--- src/rtl/pi_mul_pkg.sv ---
// Shared types and tables for the pi_mul scheduler: state encoding, operand widths,
// per-step shift amounts and the nibble-select table used to sequence partial products.
package pi_mul_pkg;

    localparam int OP_W   = 8;
    localparam int NIB_W  = 4;
    localparam int PROD_W = 16;

    typedef enum logic [1:0] {
        ST_IDLE = 2'd0,
        ST_CALC = 2'd1,
        ST_RESP = 2'd2
    } state_t;

    typedef logic [1:0] step_t;

    // Steps: lo*lo, hi*lo, lo*hi, hi*hi
    localparam logic [3:0] STEP_SHIFT [4] = '{4'd0, 4'd4, 4'd4, 4'd8};

    // Per step: bit0 selects the upper nibble of A, bit1 the upper nibble of B
    localparam logic [1:0] NIB_SEL [4] = '{2'b00, 2'b01, 2'b10, 2'b11};

    function automatic logic [NIB_W-1:0] nib(input logic [OP_W-1:0] v, input logic hi);
        return hi ? v[7:4] : v[3:0];
    endfunction

    function automatic logic step_active(input logic [OP_W-1:0] a, input logic [OP_W-1:0] b,
                                         input step_t s);
        return (nib(a, NIB_SEL[s][0]) != '0) && (nib(b, NIB_SEL[s][1]) != '0);
    endfunction

    // Returns {found, step} of the first contributing step at index >= from
    function automatic logic [2:0] next_active(input logic [OP_W-1:0] a,
                                               input logic [OP_W-1:0] b,
                                               input logic [2:0] from);
        for (int s = 0; s < 4; s++) begin
            if (3'(s) >= from && step_active(a, b, step_t'(s)))
                return {1'b1, 2'(s)};
        end
        return 3'b000;
    endfunction

endpackage

--- src/rtl/pi_mul4x4.sv ---
// Combinational 4x4 -> 8 unsigned nibble multiplier shared by all requesters.
module pi_mul4x4
    import pi_mul_pkg::*;
(
    input  logic [NIB_W-1:0]   a,
    input  logic [NIB_W-1:0]   b,
    output logic [2*NIB_W-1:0] p
);

    assign p = a * b;

endmodule

--- src/rtl/pi_mul_scheduler.sv ---
// Round-robin scheduler time-sharing one 4x4 multiplier to form 8x8 products.
// Build option PI_MUL_EARLY_EXIT_EN skips partial-product steps with a zero nibble.
module pi_mul_scheduler
    import pi_mul_pkg::*;
#(
    parameter  int NREQ = 2,
    localparam int IDW  = $clog2(NREQ)
) (
    input  logic                 clk,
    input  logic                 rst_n,
    input  logic [NREQ-1:0]      req_valid,
    input  logic [8*NREQ-1:0]    req_a,
    input  logic [8*NREQ-1:0]    req_b,
    output logic [NREQ-1:0]      req_ready,
    output logic                 rsp_valid,
    input  logic                 rsp_ready,
    output logic [IDW-1:0]       rsp_id,
    output logic [PROD_W-1:0]    rsp_prod,
    output logic                 busy
);

    state_t              state_reg;
    logic [IDW-1:0]      rr_ptr_reg;
    logic [PROD_W-1:0]   acc_reg;
    step_t               step_reg;
    logic [OP_W-1:0]     a_reg;
    logic [OP_W-1:0]     b_reg;
    logic [IDW-1:0]      id_reg;
    logic                rsp_valid_reg;
    logic [IDW-1:0]      rsp_id_reg;
    logic [PROD_W-1:0]   rsp_prod_reg;
    logic                busy_reg;

    logic [OP_W-1:0]     op_a [NREQ];
    logic [OP_W-1:0]     op_b [NREQ];

    for (genvar gi = 0; gi < NREQ; gi++) begin : g_unpack
        assign op_a[gi] = req_a[8*gi +: 8];
        assign op_b[gi] = req_b[8*gi +: 8];
    end

    logic                grant_found;
    logic [IDW-1:0]      grant_id;
    logic                accept;

    always_comb begin
        grant_found = 1'b0;
        grant_id    = '0;
        for (int k = 0; k < NREQ; k++) begin
            if (!grant_found && req_valid[(int'(rr_ptr_reg) + k) % NREQ]) begin
                grant_found = 1'b1;
                grant_id    = IDW'((int'(rr_ptr_reg) + k) % NREQ);
            end
        end
    end

    // Grant is suppressed while reset is held so no requester sees a spurious handshake
    assign accept    = rst_n && (state_reg == ST_IDLE) && grant_found;
    assign req_ready = accept ? (NREQ'(1) << grant_id) : '0;

    logic [NIB_W-1:0]    mul_a;
    logic [NIB_W-1:0]    mul_b;
    logic [2*NIB_W-1:0]  mul_p;
    logic [PROD_W-1:0]   acc_next;

    assign mul_a    = nib(a_reg, NIB_SEL[step_reg][0]);
    assign mul_b    = nib(b_reg, NIB_SEL[step_reg][1]);
    assign acc_next = acc_reg + (PROD_W'(mul_p) << STEP_SHIFT[step_reg]);

    pi_mul4x4 u_mul (
        .a (mul_a),
        .b (mul_b),
        .p (mul_p)
    );

`ifdef PI_MUL_EARLY_EXIT_EN
    logic [2:0] first_step;
    logic [2:0] next_step;
    assign first_step = next_active(op_a[grant_id], op_b[grant_id], 3'd0);
    assign next_step  = next_active(a_reg, b_reg, {1'b0, step_reg} + 3'd1);
`endif

    always_ff @(posedge clk or negedge rst_n) begin
        if (!rst_n) begin
            state_reg     <= ST_IDLE;
            rr_ptr_reg    <= '0;
            acc_reg       <= '0;
            step_reg      <= '0;
            a_reg         <= '0;
            b_reg         <= '0;
            id_reg        <= '0;
            rsp_valid_reg <= 1'b0;
            rsp_id_reg    <= '0;
            rsp_prod_reg  <= '0;
            busy_reg      <= 1'b0;
        end else begin
            case (state_reg)
                ST_IDLE: begin
                    if (accept) begin
                        a_reg      <= op_a[grant_id];
                        b_reg      <= op_b[grant_id];
                        id_reg     <= grant_id;
                        acc_reg    <= '0;
                        busy_reg   <= 1'b1;
                        rr_ptr_reg <= (grant_id == IDW'(NREQ - 1)) ? '0 : grant_id + 1'b1;
`ifdef PI_MUL_EARLY_EXIT_EN
                        if (first_step[2]) begin
                            step_reg  <= first_step[1:0];
                            state_reg <= ST_CALC;
                        end else begin
                            step_reg      <= '0;
                            state_reg     <= ST_RESP;
                            rsp_valid_reg <= 1'b1;
                            rsp_prod_reg  <= '0;
                            rsp_id_reg    <= grant_id;
                        end
`else
                        step_reg  <= '0;
                        state_reg <= ST_CALC;
`endif
                    end
                end
                ST_CALC: begin
                    acc_reg <= acc_next;
`ifdef PI_MUL_EARLY_EXIT_EN
                    if (next_step[2]) begin
                        step_reg <= next_step[1:0];
                    end else begin
`else
                    if (step_reg != 2'd3) begin
                        step_reg <= step_reg + 2'd1;
                    end else begin
`endif
                        state_reg     <= ST_RESP;
                        rsp_valid_reg <= 1'b1;
                        rsp_prod_reg  <= acc_next;
                        rsp_id_reg    <= id_reg;
                    end
                end
                ST_RESP: begin
                    if (rsp_ready) begin
                        state_reg     <= ST_IDLE;
                        rsp_valid_reg <= 1'b0;
                        busy_reg      <= 1'b0;
                    end
                end
                default: state_reg <= ST_IDLE;
            endcase
        end
    end

    assign rsp_valid = rsp_valid_reg;
    assign rsp_id    = rsp_id_reg;
    assign rsp_prod  = rsp_prod_reg;
    assign busy      = busy_reg;

endmodule

--- config.mk ---
export PLATFORM = sky130hd
export DESIGN_NAME = pi_mul_scheduler
export DESIGN_NICKNAME = d
export VERILOG_FILES = /design/src/rtl/pi_mul_pkg.sv /design/src/rtl/pi_mul4x4.sv /design/src/rtl/pi_mul_scheduler.sv
export SDC_FILE = /design/constraint.sdc
export NUM_CORES = 1
export LEC_CHECK = 0
export CORE_MARGIN = 2
export CORE_UTILIZATION = 54
export CTS_BUF_LIST = sky130_fd_sc_hd__clkbuf_16
export DETAILED_ROUTE_END_ITERATION = 6
export PLACE_DENSITY = 0.92
export SETUP_SLACK_MARGIN = 0.02
export SLEW_MARGIN = 10
export SYNTH_ARGS = -nofsm -noshare
export SYNTH_HDL_FRONTEND = slang
export SYNTH_SLANG_ARGS = --single-unit
--- constraint.sdc ---
create_clock -name clk -period 5.51 [get_ports clk]
set_input_delay 1.102 -clock clk [delete_from_list [all_inputs] [get_ports clk]]
set_output_delay 1.102 -clock clk [all_outputs]
set_load 0.02 [all_outputs]
# Yosys cells after proc, flatten, opt, wreduce, memory -nomap -nowiden
# Cells that the tools add are included.
# Widths: inputs -> output; s select.
op_classes:
  muxes: 39
  eq_ne: 7
  bitwise_logic: 4
  reduce_logical: 15
  multipliers: 1
  n_div: 0
  n_lt_le_gt_ge: 4
  add_sub_neg: 4
  shift: 2
ops:
  columns: ["cell", "n"]
  rows:
  - ["$mux 8", 6]
  - ["$pmux 16 s2", 1]
  - ["$add 16x16->16", 1]
  - ["$mux 16", 1]
  - ["$mux 2", 8]
  - ["$mux 4", 4]
  - ["$shl 8x4->16", 1]
  - ["$mux 1", 13]
  - ["$reduce_and 3->1", 4]
  - ["$ne 2x2->1 const B", 5]
  - ["$bmux 4 s2", 1]
  - ["$mul 4x4->8", 1]
  - ["$pmux 2 s3", 1]
  - ["$reduce_and 2->1", 3]
  - ["$reduce_bool 2->1", 3]
  - ["$bmux 2 s2", 1]
  - ["$pmux 1 s2", 2]
  - ["$pmux 2 s2", 1]
  - ["$ge 3x3->1 const B", 1]
  - ["$logic_and 1x1->1", 3]
  - ["$lt 2x3->1 const B", 1]
  - ["$not 2->3", 1]
  - ["$add 1x1->1 const B", 2]
  - ["$add 2x1->2 const B", 1]
  - ["other kinds (10)", 10]
totals:
  out_inout_bits: 21
  latchBits: 0
  word_cells: 87
  n_memories: 0
  ram_bits: 0
  inputBits: 37
  romBits: 0
  register_bits: 57

# Logic depth before layout (Yosys ltp)
depth:
  word_depth: 11
  mapped_depth: 22
  depth_no_buf: 21

# Hierarchy
# Synthesis repeated with hierarchy kept, for this count alone.
unflattened:
  hier_cells: 374
  hier_area_um2: 3607.2
by_module_without_submodules:
  columns: ["module", "seq_area_each_um2", "cells_each", "instances", "area_each_um2"]
  rows:
  - ["pi_mul_scheduler", 1426.4, 323, 1, 3159.3]
  - ["pi_mul4x4", 0.0, 51, 1, 447.9]

# Worst setup path before layout
# OpenSTA, ideal clock, no wires.
synth_path:
  kind: "register to register"
  startpoint: "register step_reg[1]"
  endpoint: "register rsp_prod_reg[14] (netlist: rsp_prod[14])"
  period_less_slack_ps: 4834
  path_slack_ps: 676
  path_stages_with_launch: 19
  arrival_ps: 4703
  n_path_buf: 1
  cell_sequence: "dfrtp_1 -> clkbuf_1 -> mux2i_1 -> or2_2 -> fa_1 -> inv_1 -> fa_1 -> inv_1 -> fa_1 -> inv_1 -> a22o_1 -> a211oi_2 -> nor2_1 -> ha_1 -> a211oi_1 -> a21boi_4 -> a21oi_2 -> nor4b_1 -> or3_1"
synth_via:
  elab_chain_cells: 8
  elab_cells_between_ends: 15
  classes_between: "1 x add/sub; 1 x mul; 1 x eq/ne; 1 x shift; 8 x mux; 2 x bitwise; 1 x reduce/logical"
synth_lines:
  columns: ["item", "line_no", "rtl"]
  rows:
  - ["start, declared", "pi_mul_scheduler.sv:25", "step_t step_reg;"]
  - ["start signal, assigned", "pi_mul_scheduler.sv:131", "step_reg <= step_reg + 2'd1;"]
  - ["$not 2->3 (implied by the code)", "pi_mul_scheduler.sv:66, pi_mul_scheduler.sv:67, pi_mul_scheduler.sv:68", null]
  - ["$bmux 2 s2", "pi_mul_scheduler.sv:66, pi_mul_scheduler.sv:67", null]
  - ["$mux 2 (implied by the code) (2 in a row)", "pi_mul_scheduler.sv:67", "assign mul_b = nib(b_reg, NIB_SEL[step_reg][1]);"]
  - ["$mux 4", "pi_mul_pkg.sv:24", "return hi ? v[7:4] : v[3:0];"]
  - ["$mul 4x4->8", "pi_mul4x4.sv:10", "assign p = a * b;"]
  - ["$shl 8x4->16", "pi_mul_scheduler.sv:68", "assign acc_next = acc_reg + (PROD_W'(mul_p) << STEP_SHIFT[step_reg]);"]
  - ["$add 16x16->16", "pi_mul_scheduler.sv:68", null]
  - ["end signal, assigned", "pi_mul_scheduler.sv:136", "rsp_prod_reg <= acc_next;"]
  - ["end, declared", "pi_mul_scheduler.sv:31", "logic [PROD_W-1:0] rsp_prod_reg;"]
# Several ways; a longest one is shown, not always the timed one. The select of a mux whose other input is x is not followed.
# A chain may end at the register's enable or synchronous reset.

# Worst setup path after layout
layout_path:
  startpoint: "register step_reg[0]"
  endpoint: "register acc_reg[14]"
layout_via:
  elab_chain_cells: 9
  elab_cells_between_ends: 13
  classes_between: "1 x add/sub; 1 x mul; 1 x shift; 9 x mux; 1 x bitwise"
layout_lines:
  columns: ["item", "line_no", "rtl"]
  rows:
  - ["$not 2->3 (implied by the code) *", "pi_mul_scheduler.sv:66, pi_mul_scheduler.sv:67, pi_mul_scheduler.sv:68", null]
  - ["$bmux 2 s2", "pi_mul_scheduler.sv:66, pi_mul_scheduler.sv:67", null]
  - ["$mux 2 (implied by the code) (2 in a row)", "pi_mul_scheduler.sv:67", null]
  - ["$mux 4", "pi_mul_pkg.sv:24", null]
  - ["$mul 4x4->8", "pi_mul4x4.sv:10", null]
  - ["$shl 8x4->16 *", "pi_mul_scheduler.sv:68", null]
  - ["$add 16x16->16 *", "pi_mul_scheduler.sv:68", null]
  - ["$pmux 16 s2 *", "pi_mul_scheduler.sv:97", "case (state_reg)"]
  - ["end signal, assigned", "pi_mul_scheduler.sv:124", "acc_reg <= acc_next;"]
  - ["end, declared", "pi_mul_scheduler.sv:24", "logic [PROD_W-1:0] acc_reg;"]
# Every way passes the cells marked *; elsewhere a longest branch is shown, timed or not. The select of a mux whose other input is x is not followed.

==> qor.yml <==
floorplan:
  core-area_um2: 6680
  die_w_um: 86.4
  io_pins: 58
  dieArea_um2: 7460
  dieHeight_um: 86.4
  start_util_pct: 54.8
  floorplan.rows: 30
min_path:
  hp-class: "reg -> reg"
timing:
  tightest_slew_ns: 1.03
  post-route-min-period_ns: 5.17
  finalSetupViolations: 0
  finalHoldViolCount: 0
  relSlewSlack_pct: 31.1
  fin_hold_ws_ns: 0.473
  period_share_pct: 93.8
  max_freq_ghz: 0.193
  fin_tns_setup_ns: 0
  finalClockSkew_ns: 0.00372
  rsz0062_at_grt: "no"
  drv_slew: 0
finish:
  drive_above_1_share_pct: 8.82
  post-route-util_pct: 68.9
  fin_area_um2: 4600
  final_common_cell: "dfrtp_1"
  final_cell_mix: "dfrtp_1 (57), clkdlybuf4s50_1 (56), inv_1 (31)"
  finalNetCount: 507
  area_delta_synth_final_pct: 25.7
  antenna_cells: 0
routing:
  wl_per_cell_um: 15.5
  firstDrtPassIters: 5
  drc_errors: 0
  ant_nets: 0
  drt-total-wl_mm: 8.10
  dr.first_iter.drc_count: 126
  dr_total_vias: 3058
  routed_via_density: 5.86
synth:
  synth.cell_area_um2: 3660
  synth.avg_cell_area_um2: 9.51
  synth_top_cell_area_share_pct: 38.9
  ys_seq_elements: 57
  syn_inst: 385
  yosys_warnings: 0
  syn_nets: 455
  synth_ff_type: "dfrtp_1"
  synth_edf_count: 0
  synth_cell_types: 54
  ys_seq_area_share_pct: 38.9
  yosys-top-cells-area: "dfrtp_1 (39%), ha_1 (9.6%), a222oi_1 (4.4%)"
  synth_top_area_cell: "dfrtp_1"
  async_flop_share_pct: 100
clock_network:
  clk_path_buf_depth: 2
  cts_tree: "done"
  hold_buffers: 0
  clkTransAtPathRegs_ns: 0.05
  root_buffer: "clkbuf_16"
  cts_max_level: 3
  clk_latency_ns: 0.33
  cts.sinks: 57
  cts_buffers: 9
critical_path:
  arrival_ns: 5.43
  path_cells: "mux2i_1 > or2_2 > fa_1 > inv_1 > fa_1 > inv_1 > fa_1 > inv_1 > a22o_1 > a211oi_2 > nor2_1 > ha_1 > inv_1 > a21oi_1 > a21boi_4 > a21oi_2 > or4b_1 > nand3_1"
  worstPathRequired_ns: 5.77
  cp-start-kind: "flop"
  slowest_delay_ns: 0.57
  cp_max_fo: 6
  worstSetupPathType: "reg -> reg"
  cp_common_cell: "inv_1"
  end_kind: "flop"
  critical-path-slowest-cell: "fa_1"
grt:
  grt_pass1_wl_mm: 14.1
  grt_usage_pct: 23.7
  antenna_found_initial: 0
  grt_pass1_vias: 3231
  grt_max_degree: 58
  grt_overflow: 0
placement:
  hpwl_mm: 6.04
  gp_congestion: 0.879
  io_buffers: 57
  place_area_um2: 4280
status:
  outcome: "finished clean"
power:
  ir_worst_vdd_mv: 0.374
  power_density_nw_per_um2: 744
  p_leak_nw: 2.13
job:
  maxCapViolCount: 0
==> synth_stat cells, types with 3 or more instances <==
cell type / number
buf_2: 3
nand2_1: 27
clkbuf_1: 14
inv_1: 31
a222oi_1: 16
o21ai_1: 24
a21oi_1: 13
nand2b_1: 6
mux2i_1: 10
xor2_1: 9
a21o_1: 5
dfrtp_1: 57
nand3_1: 19
xnor2_1: 9
nor2b_1: 9
fa_1: 5
nor3_1: 3
a22o_1: 3
or2_2: 4
o21a_1: 3
ha_1: 28
nor2_1: 29
o21ai_2: 3
a211oi_1: 3
o21ai_0: 16
==> cell type report <==
cell class                      instances  area (um2)
Multi-Input combinational cell        279        2060
Inverter                               31         116
Tap cell                               80         100
Clock inverter                          7        95.1
Clock buffer                            9         225
Fill cell                             531        2080
Sequential cell                        57        1430
Timing Repair Buffer                   59         581
==> metrics by stage <==
| step | total power, mW | std cells | setup WS (ns) |
|---|---|---|---|
| after detailed placement | 2.80 | 506 | 0.363 |
| after floorplan | 2.29 | 385 | 0.676 |
| after global placement | 2.71 | 506 | 0.574 |
| final | 3.43 | 522 | 0.340 |
| after global routing | 3.73 | 522 | 0.0269 |
| after CTS | 3.42 | 522 | 0.353 |
==> layer usage <==
| layer | vias up | track usage [%] | wire length, um |
|---|---|---|---|
| met5 | - | 0 | 0 |
| met4 | 0 | 10.4 | 197 |
| met3 | 22 | 4.10 | 401 |
| met2 | 103 | 41.9 | 4070 |
| met1 | 1439 | 28.4 | 3420 |
| li1 | 1494 | - | - |
==> kinds of logic (layout without fill, tap and decap cells) <==
logic type,count (synthesis),count (layout),share of synthesized area (%)
muxes,13,13,3.66
buffers and inverters,49,106,5.12
xor gates and xnor gates,18,18,4.30
DFF,57,57,38.9
adders and majority gates,33,33,12.3
AOI/OAI and AO/OA,106,106,21.1
and+or+nand+nor,109,109,14.6
==> report_power, final <==
part / total (mW) / internal (mW) / switching, mW
sequential: 0.733 / 0.607 / 0.126
clock: 0.587 / 0.395 / 0.192
combinational: 2.11 / 0.869 / 1.24
==> timing repair <==
item | CTS | global route
endpoints found under the setup margin | 0 | 1
gates resized for setup | 0 | 1
buffers inserted | 0 | 0
==> critical path: cells and delay by family (launching register included) <==
family / cells / cell delay [ns]
adders and majority gates: 4 / 1.99
buffers and inverters: 4 / 0.27
muxes: 1 / 0.21
DFF: 1 / 0.51
and+or+nand+nor: 4 / 0.97
AOI/OAI and AO/OA: 5 / 1.13
==> path summary, 6_finish.rpt <==
check	startpoint	to	slack, ns	cells past startpoint
min in group asynchronous	rst_n	rsp_prod[4]$_DFFE_PN0P_	0.98	2
max in group asynchronous	rst_n	b_reg[2]$_DFFE_PN0P_	4.07	2
hold / removal	id_reg$_DFFE_PN0P_	id_reg$_DFFE_PN0P_	0.47	1
setup / recovery	step_reg[0]$_DFFE_PN0P_	acc_reg[14]$_DFFE_PN0P_	0.34	18
setup reg to reg	step_reg[0]$_DFFE_PN0P_	acc_reg[14]$_DFFE_PN0P_	0.34	18
hold reg to reg	id_reg$_DFFE_PN0P_	id_reg$_DFFE_PN0P_	0.47	1
No activity file was read; power rests on OpenSTA's default activity.
